==> src/rtl/infrared_rcv.sv <==
// NEC infrared remote decoder: measures low/high durations on the synchronised
// IR line, validates leader and 32 data bits, publishes the command byte and flags repeat frames.
//
// state  | meaning
// IDLE   | line idle, waiting for the leader burst to start
// LEAD_L | inside the 9 ms leader burst
// LEAD_H | inside the space after the leader (frame or repeat)
// BIT_L  | inside the 560 us low mark that starts each data bit
// BIT_H  | inside the high space that encodes the bit value
// REP    | inside the stop burst of a repeat frame, repeat_en high
module infrared_rcv #(
  parameter int unsigned CNT_US = 50
) (
  input  logic       sys_clk,
  input  logic       sys_rst_n,
  input  logic       infrared_in,
  output logic       repeat_en,
  output logic [7:0] data
);

  localparam logic [19:0] T_TO      = 20'(10000 * CNT_US);
  localparam logic [19:0] LEAD_MIN  = 20'(8000 * CNT_US);
  localparam logic [19:0] LEAD_MAX  = 20'(10000 * CNT_US);
  localparam logic [19:0] SPACE_MIN = 20'(4000 * CNT_US);
  localparam logic [19:0] SPACE_MAX = 20'(5000 * CNT_US);
  localparam logic [19:0] REP_MIN   = 20'(2000 * CNT_US);
  localparam logic [19:0] REP_MAX   = 20'(2500 * CNT_US);
  localparam logic [19:0] SHORT_MIN = 20'(400 * CNT_US);
  localparam logic [19:0] SHORT_MAX = 20'(700 * CNT_US);
  localparam logic [19:0] ONE_MIN   = 20'(1500 * CNT_US);
  localparam logic [19:0] ONE_MAX   = 20'(1900 * CNT_US);

  typedef enum logic [2:0] {IDLE, LEAD_L, LEAD_H, BIT_L, BIT_H, REP} state_t;

  state_t      state_q, state_d;
  logic        sync_q1, sync_q2;
  logic        fall, rise;
  logic [19:0] cnt;
  logic        timeout;
  logic        in_lead, in_space, in_rep, in_short, in_one;
  logic [31:0] shift_q, shift_d, shift_in;
  logic [5:0]  idx_q, idx_d;
  logic [7:0]  data_d;
  logic        rep_d;

  always_ff @(posedge sys_clk or negedge sys_rst_n) begin
    if (!sys_rst_n) begin
      sync_q1 <= 1'b1;
      sync_q2 <= 1'b1;
    end else begin
      sync_q1 <= infrared_in;
      sync_q2 <= sync_q1;
    end
  end

  assign fall = sync_q2 & ~sync_q1;
  assign rise = ~sync_q2 & sync_q1;

  // Duration of the current level; at an edge it still holds the value of the level just ended.
  always_ff @(posedge sys_clk or negedge sys_rst_n) begin
    if (!sys_rst_n) begin
      cnt <= '0;
    end else if (fall || rise) begin
      cnt <= '0;
    end else if (cnt != T_TO) begin
      cnt <= cnt + 20'd1;
    end
  end

  assign timeout  = (cnt == T_TO);
  assign in_lead  = (cnt >= LEAD_MIN)  && (cnt <= LEAD_MAX);
  assign in_space = (cnt >= SPACE_MIN) && (cnt <= SPACE_MAX);
  assign in_rep   = (cnt >= REP_MIN)   && (cnt <= REP_MAX);
  assign in_short = (cnt >= SHORT_MIN) && (cnt <= SHORT_MAX);
  assign in_one   = (cnt >= ONE_MIN)   && (cnt <= ONE_MAX);

  // LSB first: after 32 shifts the first received bit lands in bit 0.
  assign shift_in = {in_one, shift_q[31:1]};

  always_comb begin
    state_d = state_q;
    shift_d = shift_q;
    idx_d   = idx_q;
    data_d  = data;
    rep_d   = repeat_en;

    case (state_q)
      IDLE: begin
        if (fall) state_d = LEAD_L;
      end
      LEAD_L: begin
        if (rise) state_d = in_lead ? LEAD_H : IDLE;
      end
      LEAD_H: begin
        if (fall) begin
          if (in_space) begin
            state_d = BIT_L;
            idx_d   = '0;
            shift_d = '0;
          end else if (in_rep) begin
            state_d = REP;
            rep_d   = 1'b1;
          end else begin
            state_d = IDLE;
          end
        end
      end
      BIT_L: begin
        if (rise) state_d = in_short ? BIT_H : IDLE;
      end
      BIT_H: begin
        if (fall) begin
          if (in_short || in_one) begin
            shift_d = shift_in;
            if (idx_q == 6'd31) begin
              state_d = IDLE;
              // Only the command pair is checked so extended-address remotes still decode.
              if (shift_in[31:24] == ~shift_in[23:16]) data_d = shift_in[23:16];
            end else begin
              idx_d   = idx_q + 6'd1;
              state_d = BIT_L;
            end
          end else begin
            state_d = IDLE;
          end
        end
      end
      REP: begin
        if (rise) begin
          rep_d   = 1'b0;
          state_d = IDLE;
        end
      end
      default: state_d = IDLE;
    endcase

    // An edge coinciding with the saturated count wins over the timeout.
    if ((state_q != IDLE) && !fall && !rise && timeout) begin
      state_d = IDLE;
      rep_d   = 1'b0;
    end
  end

  always_ff @(posedge sys_clk or negedge sys_rst_n) begin
    if (!sys_rst_n) begin
      state_q   <= IDLE;
      shift_q   <= '0;
      idx_q     <= '0;
      data      <= 8'h00;
      repeat_en <= 1'b0;
    end else begin
      state_q   <= state_d;
      shift_q   <= shift_d;
      idx_q     <= idx_d;
      data      <= data_d;
      repeat_en <= rep_d;
    end
  end

endmodule

==> config.mk <==
export PLATFORM = sky130hd
export DESIGN_NAME = infrared_rcv
export DESIGN_NICKNAME = d
export VERILOG_FILES = /design/src/rtl/infrared_rcv.sv
export SDC_FILE = /design/constraint.sdc
export NUM_CORES = 1
export LEC_CHECK = 0
export BUFFER_PORTS_ARGS = -buffer_cell sky130_fd_sc_hd__clkbuf_2
export CAP_MARGIN = 20
export CORE_UTILIZATION = 45
export CTS_BUF_LIST = sky130_fd_sc_hd__clkbuf_2 sky130_fd_sc_hd__clkbuf_4 sky130_fd_sc_hd__clkbuf_8
export DETAILED_ROUTE_END_ITERATION = 12
export MAX_ROUTING_LAYER = met4
export PLACE_DENSITY_LB_ADDON = 0.2
export REMOVE_ABC_BUFFERS = 1
export SLEW_MARGIN = 30
export SYNTH_ARGS = -nofsm -noshare
export SYNTH_HDL_FRONTEND = slang
export SYNTH_SLANG_ARGS = --single-unit
export TNS_END_PERCENT = 5
==> constraint.sdc <==
create_clock -name sys_clk -period 2.8 [get_ports sys_clk]
set_input_delay 0.42 -clock sys_clk [delete_from_list [all_inputs] [get_ports sys_clk]]
set_output_delay 0.42 -clock sys_clk [all_outputs]
set_load 0.02 [all_outputs]
==> qor.yml, run 1 <==
dr.pass1.iters: 4
worstSetupEndpointType: "flop"
cp-start-kind: "flop"
fin_nets: 383
cts_tree: "done"
fin_setup_tns_ns: 0
timing.final.crit_share: 0.928
path_clk_slew_ns: 0.10
yosysTopAreaCell: "dfrtp_1"
cp.required_ns: 3.02
core_area_mm2: 0.00691
antenna_cells: 0
layout.cells.non_filler: 472
regToRegSetupSlack_ns: 0.20
syn-instance-count: 369
worst_pin_slew_ns: 0.560
synth_most_common_cell: "dfrtp_1"
synth_edf_count: 0
min_period_ns: 2.60
fmaxAchievable_mhz: 385
drt_wl_total_um: 7120
grt_first_pass_wirelength_um: 12200
cts_buffer_depth: 2
slew_viol_final: 0
post_cts.repair.setup_buffers: 0
cts.repair.resized: 0
h-tree-depth: 2
critPathMaxFanout: 9
clk_latency_ns: 0.32
r2r_cells: 8
async_reset_ff_frac: 1.00
viasPerCell: 5.68
drc: 0
antenna_found_initial: 0
skew_ns: 0.00660
yosys-top-cells-count: "dfrtp_1, o21ai_0, nand2_1, nor2_1"
wl_per_cell_um: 15.1
ys_ff_latch: 55
hold_ws_ns: 0.0294
max-vdd-ir-drop_mv: 0.167
cts-root-buf: "clkbuf_8"
maxSlewHeadroom: 0.622
dp_hpwl_um: 5120
cts_hold_buf: 0
netlist_area_mm2: 0.00328
portBuffers: 11
cts_num_sinks: 55
crit_start: "cnt[18]$_DFFE_PN0P_"
power_density_mw_per_mm2: 386
synth_flop_cell: "dfrtp_1"
dpl_cell_area_mm2: 0.00344
fill_cells: 678
worstSetupPathType: "reg2reg"
ys_warn_count: 0
synthTopCellsByArea: "dfrtp_1, o21ai_0, nand2_1"
overflow: 0
status: "finished clean"
setup.worst_path.end: "idx_q[3]$_DFFE_PN0P_"
p_total_uw: 1360
p_leak_uw: 0.00147
drive_above_1_share: 0.149
reg2reg_to: "idx_q[3]$_DFFE_PN0P_"
vias: 2679
cts_buffers: 5
worstReg2RegStart: "cnt[18]$_DFFE_PN0P_"
final_area_mm2: 0.00353
ioPinCount: 12
hold_viol_final: 0
grt_pass1_vias: 2588
initial_utilization: 0.476
area_delta_synth_final_pct: 7.47
finalSetupViolations: 0
hp-class: "in2async"
synth.distinct_cells: 60
gr-usage-all-layers: 0.209
antenna_left: 0
synth_sequential_area_ratio: 0.420
rsz0062_at_grt: "false"
place_congestion: 0.977
fp.dieArea_mm2: 0.00764
grt_max_degree: 28
placementRows: 30
max_cap_violations: 0
synth_top_cell_area_share: 0.404
post-place-cells: 464
synth.avg_cell_area_um2: 8.90
worstPathArrival_ns: 2.81
first_iter_violations: 120
dieWidth_um: 87.4
fp.dieH_um: 87.4
flip-flops by register name (all words and copies together), names as in the netlist:
signal     count
cnt           20
repeat_en      1
data           8
idx_q          6
sync_q1        1
shift_q       15
sync_q2        1
state_q        3
area by class of cell:
class                           count  area, um2  share of cell area
Clock buffer                        5       68.8              0.0195
Clock inverter                      3       23.8             0.00674
Tap cell                           96        120              0.0340
Timing Repair Buffer               28        183              0.0518
Inverter                           11       41.3              0.0117
Multi-Input combinational cell    274       1710               0.486
Sequential cell                    55       1380               0.391
critical path, cell delays in order, from the launching register on:
cell	delay [ns]
dfrtp_1	0.47
nor4_2	0.39
nand3_1	0.17
a2111oi_2	0.39
o221ai_2	0.16
buf_4	0.19
a21oi_2	0.32
o22ai_1	0.16
a22o_1	0.25
through the flow:
stage / worst slack [ns] / utilization
2_1_floorplan: -0.162 / -
3_3_place_gp: 0.221 / 0.498
3_5_place_dp: 0.183 / 0.498
4_1_cts: 0.167 / 0.511
5_1_grt: 0.0261 / 0.511
6_report: 0.202 / 0.511
metal layers:
layer	share of wire	wire length, um	vias up	global-route usage
met5	0	0	-	-
met4	0.016	116	0	0.0715
met3	0.027	195	12	0.0237
met2	0.48	3420	46	0.344
met1	0.48	3390	1293	0.266
li1	-	-	1328	-
cells by family after synthesis:
kind of cell / after synthesis / synth area share
xor gates and xnor gates: 19 / 0.0507
adders and majority gates: 5 / 0.0190
DFF: 55 / 0.420
and+or+nand+nor: 153 / 0.246
AOI/OAI and AO/OA: 87 / 0.172
muxes: 10 / 0.0331
buffers and inverters: 40 / 0.0594
how the worst min path moves through the flow:
stage | start | to | slack [ns] | depth (start not counted)
2_1_floorplan | sys_rst_n | cnt[0]$_DFFE_PN0P_ | 0.12 | 0
3_3_place_gp | sync_q1$_DFF_PN1_ | sync_q2$_DFF_PN1_ | 0.37 | 0
3_5_place_dp | sync_q1$_DFF_PN1_ | sync_q2$_DFF_PN1_ | 0.37 | 0
4_1_cts | sys_rst_n | shift_q[22]$_DFFE_PN0P_ | 0.05 | 1
5_1_grt | sys_rst_n | data[4]$_DFFE_PN0P_ | 0.06 | 1
6_report | sys_rst_n | idx_q[3]$_DFFE_PN0P_ | 0.03 | 1
placed cells by master (no fill, tap or decap), types with 3 or more instances in the layout:
| cell | Yosys | routed |
|---|---|---|
| ha_1 | 5 | 5 |
| o22ai_1 | 3 | 3 |
| o21ai_0 | 45 | 45 |
| nor4_1 | 4 | 4 |
| xor2_1 | 6 | 6 |
| o21a_1 | 3 | 3 |
| nor2b_1 | 6 | 6 |
| or3_1 | 6 | 6 |
| inv_1 | 11 | 11 |
| o2111ai_1 | 3 | 3 |
| mux2_2 | 7 | 7 |
| dfrtp_1 | 53 | 53 |
| nand2_1 | 38 | 38 |
| nor3_1 | 17 | 17 |
| a22o_1 | 4 | 4 |
| buf_4 | 3 | 17 |
| nor2_1 | 19 | 19 |
| clkbuf_2 | 1 | 11 |
| nor3b_1 | 3 | 3 |
| mux2i_1 | 3 | 3 |
| clkbuf_8 | 0 | 5 |
| and3_1 | 3 | 3 |
| and2_1 | 14 | 14 |
| a21boi_0 | 5 | 5 |
| xnor2_1 | 13 | 13 |
| a21oi_1 | 4 | 3 |
| nand3_1 | 17 | 17 |
| nand4_1 | 6 | 6 |
| or4_1 | 3 | 3 |
| nand2b_1 | 3 | 3 |
report_power, final:
| group | internal (uW) | total [uW] | switching (uW) |
|---|---|---|---|
| registers | 806 | 824 | 17.8 |
| clock network | 180 | 464 | 284 |
| logic | 29.8 | 75.1 | 45.4 |
No activity file was read; power rests on OpenSTA's default activity.
==> run 2: changes to the inputs <==
==> constraint.sdc (replaced) <==
create_clock -name sys_clk -period 2.2 [get_ports sys_clk]
set_input_delay 0.33 -clock sys_clk [delete_from_list [all_inputs] [get_ports sys_clk]]
set_output_delay 0.33 -clock sys_clk [all_outputs]
set_load 0.02 [all_outputs]
==> qor.yml, run 2 (same netlist as run 1, synthesis figures left out) <==
status: "finished with violations"  # was finished clean
violations: "hold timing, setup timing"
clkPwrFrac: 0.331  # was 0.340
overflow: 0  # unchanged
wl_per_cell_um: 14.9  # was 15.1 um
worst_pin_slew_ns: 0.595  # was 0.560 ns
fin_nets: 441  # was 383
reg.largest.list: "cnt (20), shift_q (15), data (8)"  # unchanged
final_cell_mix: "buf_4, dfrtp_1, o21ai_0, nand2_1, nor2_1"  # was dfrtp_1, o21ai_0, nand2_1, nor2_1
antenna_left: 0  # unchanged
hold_viol_final: 9  # was 0
largest_reg_flops: 20  # unchanged
max_cap_violations: 0  # unchanged
fp.dieArea_mm2: 0.00764  # unchanged
viasPerCell: 5.49  # was 5.68
critPathMaxFanout: 7  # was 9
portBuffers: 11  # unchanged
gr-usage-met2: 0.386  # was 0.344
timing.final.crit_share: 1.05  # was 0.928
worstSetupEndpointType: "flop"  # unchanged
drc: 0  # unchanged
worstSetupPathType: "reg2reg"  # unchanged
dr.pass1.iters: 4  # unchanged
cts_hold_buf: 0  # unchanged
finalSetupViolations: 10  # was 0
maxSlewHeadroom: 0.603  # was 0.622
intPower_uw: 1340  # was 1020 uW
antenna_found_initial: 0  # unchanged
cp.required_ns: 2.41  # was 3.02 ns
grt_max_degree: 35  # was 28
cts-root-buf: "clkbuf_8"  # unchanged
grt_first_pass_wirelength_um: 13400  # was 12,200 um
area_delta_synth_final_pct: 28.0  # was 7.47%
gr-usage-all-layers: 0.229  # was 0.209
slew_viol_final: 0  # unchanged
placementRows: 30  # unchanged
final_common_cell: "buf_4"  # was dfrtp_1
p_leak_uw: 0.00180  # was 0.00147 uW
cts_buffers: 5  # unchanged
setup_ws_ns: -0.103  # was 0.202 ns
layout.cells.non_filler: 530  # was 472
fp.dieH_um: 87.4  # unchanged
post-place-cells: 517  # was 464
min_period_ns: 2.30  # was 2.60 ns
met3_usage: 0.0284  # was 0.0237
max-vdd-ir-drop_mv: 0.249  # was 0.167 mV
cts_num_sinks: 55  # unchanged
first_iter_violations: 139  # was 120
grt_pass1_vias: 2863  # was 2,588
path_clk_slew_ns: 0.11  # was 0.10 ns
pwr-share-seq: 0.580  # was 0.605
final_core_util: 0.609  # was 0.511
cp-start-kind: "flop"  # unchanged
fmaxAchievable_mhz: 434  # was 385 MHz
pwr-share-comb: 0.089  # was 0.055
power_density_mw_per_mm2: 429  # was 386 mW/mm2
dp_hpwl_um: 5670  # was 5120 um
hp-class: "in2async"  # unchanged
initial_utilization: 0.476  # unchanged
vias: 2911  # was 2,679
pre_cts_ws_ns: -0.195  # was 0.183 ns
ioPinCount: 12  # unchanged
worstPathArrival_ns: 2.51  # was 2.81 ns
skew_ns: 0.00876  # was 0.00660 ns
clk_latency_ns: 0.32  # about the same
drt_wl_total_um: 7870  # was 7120 um
rsz0062_at_grt: "true"  # was false
core_area_mm2: 0.00691  # unchanged
antenna_cells: 0  # unchanged
hold_ws_ns: -0.00590  # was 0.0294 ns
met1_usage: 0.286  # was 0.266
cts_buffer_depth: 2  # unchanged
cts_tree: "done"  # unchanged
top_register: "cnt"  # unchanged
grt.busiest_layer: "met2"  # unchanged
drive_above_1_share: 0.348  # was 0.149
swShare: 0.254  # was 0.255
dieWidth_um: 87.4  # unchanged
p_sw_uw: 458  # was 347 uW
h-tree-depth: 2  # unchanged
place_congestion: 0.935  # was 0.977
## run 2: cell count changes in the layout (fill, tap and decap cells not counted), moves of 7 or more
| cell | previous run | this run |
|---|---|---|
| nor3_2 | 0 | 8 |
| nor3_1 | 17 | 9 |
| dfrtp_1 | 53 | 46 |
| dfrtp_2 | 0 | 7 |
| buf_4 | 17 | 70 |
## run 2: critical path: stages, from the launching register on
cell       delay [ns]
dfrtp_1          0.42
nor4_4           0.32
nand3_2          0.14
a2111oi_4        0.32
o221ai_2         0.18
mux2i_1          0.15
and4_1           0.20
buf_6            0.13
mux2_2           0.33
## run 2: metal layers
| metal | up-vias | part of all wire |
|---|---|---|
| met3 | 18 | 0.018 |
| met5 | - | 0 |
| li1 | 1440 | - |
| met4 | 0 | 0.024 |
| met1 | 1414 | 0.46 |
| met2 | 39 | 0.50 |
## run 2: power groups by stage
stage	clock (uW)	sequential (uW)	combinational, uW
after floorplan	0	1060	55.5
after global placement	0	1060	138
after detailed placement	0	1060	140
after CTS	625	1040	162
after global routing	665	1050	179
final	596	1050	160
## run 2: final timing paths
check	start	endpoint	slack [ns]	cells past startpoint
hold reg to reg	sync_q1$_DFF_PN1_	sync_q2$_DFF_PN1_	0.38	0
max in group asynchronous	sys_rst_n	cnt[13]$_DFFE_PN0P_	1.61	2
hold / removal	sys_rst_n	idx_q[1]$_DFFE_PN0P_	-0.006	1
min in group sys_clk	infrared_in	sync_q1$_DFF_PN1_	0.09	1
setup reg to reg	cnt[19]$_DFFE_PN0P_	data[1]$_DFFE_PN0P_	-0.10	8
setup / recovery	cnt[19]$_DFFE_PN0P_	data[1]$_DFFE_PN0P_	-0.10	8
## run 2: layout make-up
type                       count  area [um2]
clock buffer                   5        68.8
clock inverter                 3        28.8
fill                         626        2700
inverter                      11        41.3
multi-input combinational    274        1900
sequential                    55        1390
tap                           96         120
timing repair buffer          86         654
## run 2: what timing repair did
item	4_1_cts	5_1_grt
endpoints found under the setup margin	32	38
pin swaps	6	7
gates resized for setup	31	27
setup buffers	6	0
## run 2: through the flow
stage	hold WS, ns	instance area, um2	setup TNS (ns)	power (uW)
finish	-0.00590	4200	-0.787	1800
global route	0.0355	4200	-2.86	1890
CTS	0.0161	4100	-0.634	1830
detailed placement	0.368	3850	-3.72	1200
global placement	0.363	3850	-2.59	1200
floorplan	0.0344	3130	-14.42	1120
==> run 3: changes to the inputs <==
--- a/config.mk
+++ b/config.mk
@@ -5,6 +5,7 @@
 export SDC_FILE = /design/constraint.sdc
 export NUM_CORES = 1
 export LEC_CHECK = 0
+export ABC_AREA = 1
 export BUFFER_PORTS_ARGS = -buffer_cell sky130_fd_sc_hd__clkbuf_2
 export CAP_MARGIN = 20
 export CORE_UTILIZATION = 45
@@ -12,6 +13,7 @@
 export DETAILED_ROUTE_END_ITERATION = 12
 export MAX_ROUTING_LAYER = met4
 export PLACE_DENSITY_LB_ADDON = 0.2
+export RECOVER_POWER = 50
 export REMOVE_ABC_BUFFERS = 1
 export SLEW_MARGIN = 30
 export SYNTH_ARGS = -nofsm -noshare
==> qor.yml, run 3 <==
top_register: "cnt"  # unchanged
fmaxAchievable_mhz: 500  # was 434 MHz
netlist_area_mm2: 0.00374  # was 0.00328 mm2
cp-start-kind: "flop"  # unchanged
fp.dieH_um: 93.2  # was 87.4 um
synth.avg_cell_area_um2: 7.00  # was 8.90 um2
placementRows: 32  # was 30
yosysTopAreaCell: "dfrtp_1"  # unchanged
grt_first_pass_wirelength_um: 15600  # was 13,400 um
synth_edf_count: 0  # unchanged
cts_tree: "done"  # unchanged
antenna_cells: 0  # unchanged
synthTopCellsByArea: "dfrtp_1, nand2_1, inv_1"  # was dfrtp_1, o21ai_0, nand2_1
synth_top_cell_area_share: 0.354  # was 0.404
dp_hpwl_um: 6880  # was 5670 um
drc: 0  # unchanged
maxSlewHeadroom: 0.223  # was 0.603
crit_start: "sync_q1$_DFF_PN1_"  # was cnt[19]$_DFFE_PN0P_
antenna_found_initial: 0  # unchanged
viasPerCell: 5.36  # was 5.49
min_period_ns: 2.00  # was 2.30 ns
first_iter_violations: 310  # was 139
p_leak_uw: 0.00207  # was 0.00180 uW
initial_utilization: 0.474  # was 0.476
syn-instance-count: 535  # was 369
finalSetupViolations: 0  # was 10
power_density_mw_per_mm2: 458  # was 429 mW/mm2
synth_compound_area_frac: 0.112  # was 0.172
worstReg2RegStart: "sync_q1$_DFF_PN1_"  # was cnt[19]$_DFFE_PN0P_
overflow: 0  # unchanged
worstPathArrival_ns: 2.24  # was 2.51 ns
worstSetupEndpointType: "flop"  # unchanged
final_core_util: 0.514  # was 0.609
slew_viol_final: 0  # unchanged
grt_pass1_vias: 3261  # was 2,863
vias: 3530  # was 2,911
hold_ws_ns: 0.0917  # was -0.00590 ns
synth_sequential_area_ratio: 0.368  # was 0.420
portBuffers: 11  # unchanged
drive_above_1_share: 0.149  # was 0.348
cts_num_sinks: 55  # unchanged
wl_per_cell_um: 13.7  # was 14.9 um
gr-usage-all-layers: 0.234  # was 0.229
ys_ff_latch: 55  # unchanged
clk_latency_ns: 0.32  # about the same
largest_reg_flops: 20  # unchanged
cts-root-buf: "clkbuf_8"  # unchanged
ioPinCount: 12  # unchanged
max-vdd-ir-drop_mv: 0.283  # was 0.249 mV
synth.distinct_cells: 44  # was 60
synth_top_family_by_area: "simple AND/OR/NAND/NOR gates"  # unchanged
path_clk_slew_ns: 0.11  # about the same
critPathMaxFanout: 7  # unchanged
r2r_cells: 11  # was 8
hold_viol_final: 0  # was 9
max_cap_violations: 0  # unchanged
synth_most_common_cell: "nand2_1"  # was dfrtp_1
final_common_cell: "nand2_1"  # was buf_4
core_area_mm2: 0.00789  # was 0.00691 mm2
dpl_cell_area_mm2: 0.00393  # was 0.00385 mm2
final_area_mm2: 0.00406  # was 0.00420 mm2
synth_xor_area_frac: 0.0140  # was 0.0507
final_cell_mix: "nand2_1, inv_1, nor2_1, dfrtp_1, nand3_1"  # was buf_4, dfrtp_1, o21ai_0, nand2_1, nor2_1
dieWidth_um: 93.2  # was 87.4 um
synth_flop_cell: "dfrtp_1"  # unchanged
fp.dieArea_mm2: 0.00869  # was 0.00764 mm2
p_total_uw: 1860  # was 1800 uW
rsz0062_at_grt: "true"  # unchanged
status: "finished clean"  # was finished with violations
synth_mux_area_frac: 0  # was 0.0331
hp-class: "in2reg"  # was in2async
cp.required_ns: 2.44  # was 2.41 ns
timing.final.crit_share: 0.908  # was 1.05
h-tree-depth: 2  # unchanged
ys_warn_count: 0  # unchanged
skew_ns: 0.0115  # was 0.00876 ns
synth-simple-area-share: 0.387  # was 0.246
area_delta_synth_final_pct: 8.43  # was 28.0%
cts_buffers: 5  # unchanged
worstSetupPathType: "reg2reg"  # unchanged
grt_max_degree: 35  # unchanged
async_reset_ff_frac: 1.00  # unchanged
drt_wl_total_um: 9040  # was 7870 um
yosys-top-cells-count: "nand2_1, inv_1, nor2_1, dfrtp_1, nand3_1"  # was dfrtp_1, o21ai_0, nand2_1, nor2_1
holdPathStages: 1
fin_nets: 563  # was 441
worstHoldStart: "infrared_in"
worst_pin_slew_ns: 1.17  # was 0.595 ns
dr.pass1.iters: 5  # was 4
reg.largest.list: "cnt (20), shift_q (15), data (8)"  # unchanged
synth_fa_ha_area_frac: 0.0167  # was 0.0190
place_congestion: 1.05  # was 0.935
cts_buffer_depth: 2  # unchanged
antenna_left: 0  # unchanged
## run 3: power by group
part	internal (uW)	switching (uW)	total, uW	leakage (uW)
clock network	233	370	603	0.0000452
logic	65.2	139	204	0.00127
registers	1030	22.1	1050	0.000750
total	1330	531	1860	0.00207
## run 3: cell families after synthesis
group / count (synthesis)
adders and majority gates: 5
and+or+nand+nor: 313
DFF: 55
xor gates and xnor gates: 6
AOI/OAI and AO/OA: 65
buffers and inverters: 91
## run 3: worst max-delay path, cell delays in order, from the launching register on
cell and delay, ns:
dfstp_2 0.56, inv_1 0.04, ha_1 0.22, inv_2 0.11, nand2_1 0.06, nor2_1 0.11
nand4_1 0.25, nand4_1 0.22, nand2_1 0.08, nor2_1 0.15, nand2_1 0.07, o21ai_0 0.07
## run 3: layer usage
| layer | vias up | global-route usage | part of all wire |
|---|---|---|---|
| li1 | 1764 | - | - |
| met1 | 1612 | 0.345 | 0.50 |
| met2 | 136 | 0.330 | 0.42 |
| met3 | 18 | 0.0350 | 0.067 |
| met4 | 0 | 0.0692 | 0.017 |
| met5 | - | - | 0 |
## run 3: area by class of cell
cell class	instances	area (um2)
Inverter	80	300
Tap cell	102	128
Sequential cell	55	1390
Clock inverter	3	25.0
Timing Repair Buffer	24	149
Fill cell	774	3830
Clock buffer	5	68.8
Multi-Input combinational cell	389	2000
## run 3: stage by stage
stage               setup TNS (ns)  worst slack (ns)  cells
global route               -0.0181           -0.0181    658
CTS                              0             0.156    657
global placement                 0             0.188    648
floorplan                        0             0.431    524
finish                           0             0.202    658
detailed placement               0             0.177    648
## run 3: path summary, 6_finish.rpt
path | endpoint | slack [ns]
worst max-delay path | state_q[2]$_DFFE_PN0P_ | 0.20
worst min-delay path | sync_q1$_DFF_PN1_ | 0.09
worst max register to register | state_q[2]$_DFFE_PN0P_ | 0.20
worst min register to register | sync_q2$_DFF_PN1_ | 0.38
max in group asynchronous | cnt[6]$_DFFE_PN0P_ | 0.56
min in group asynchronous | cnt[12]$_DFFE_PN0P_ | 0.75
## run 3: timing repair
action / 4_1_cts / 5_1_grt
hold buffers: 1 / 0
setup endpoints to repair: 0 / 32
buffers inserted: 0 / 1
gates resized for setup: 0 / 9
endpoints found under the hold margin: 19 / 0
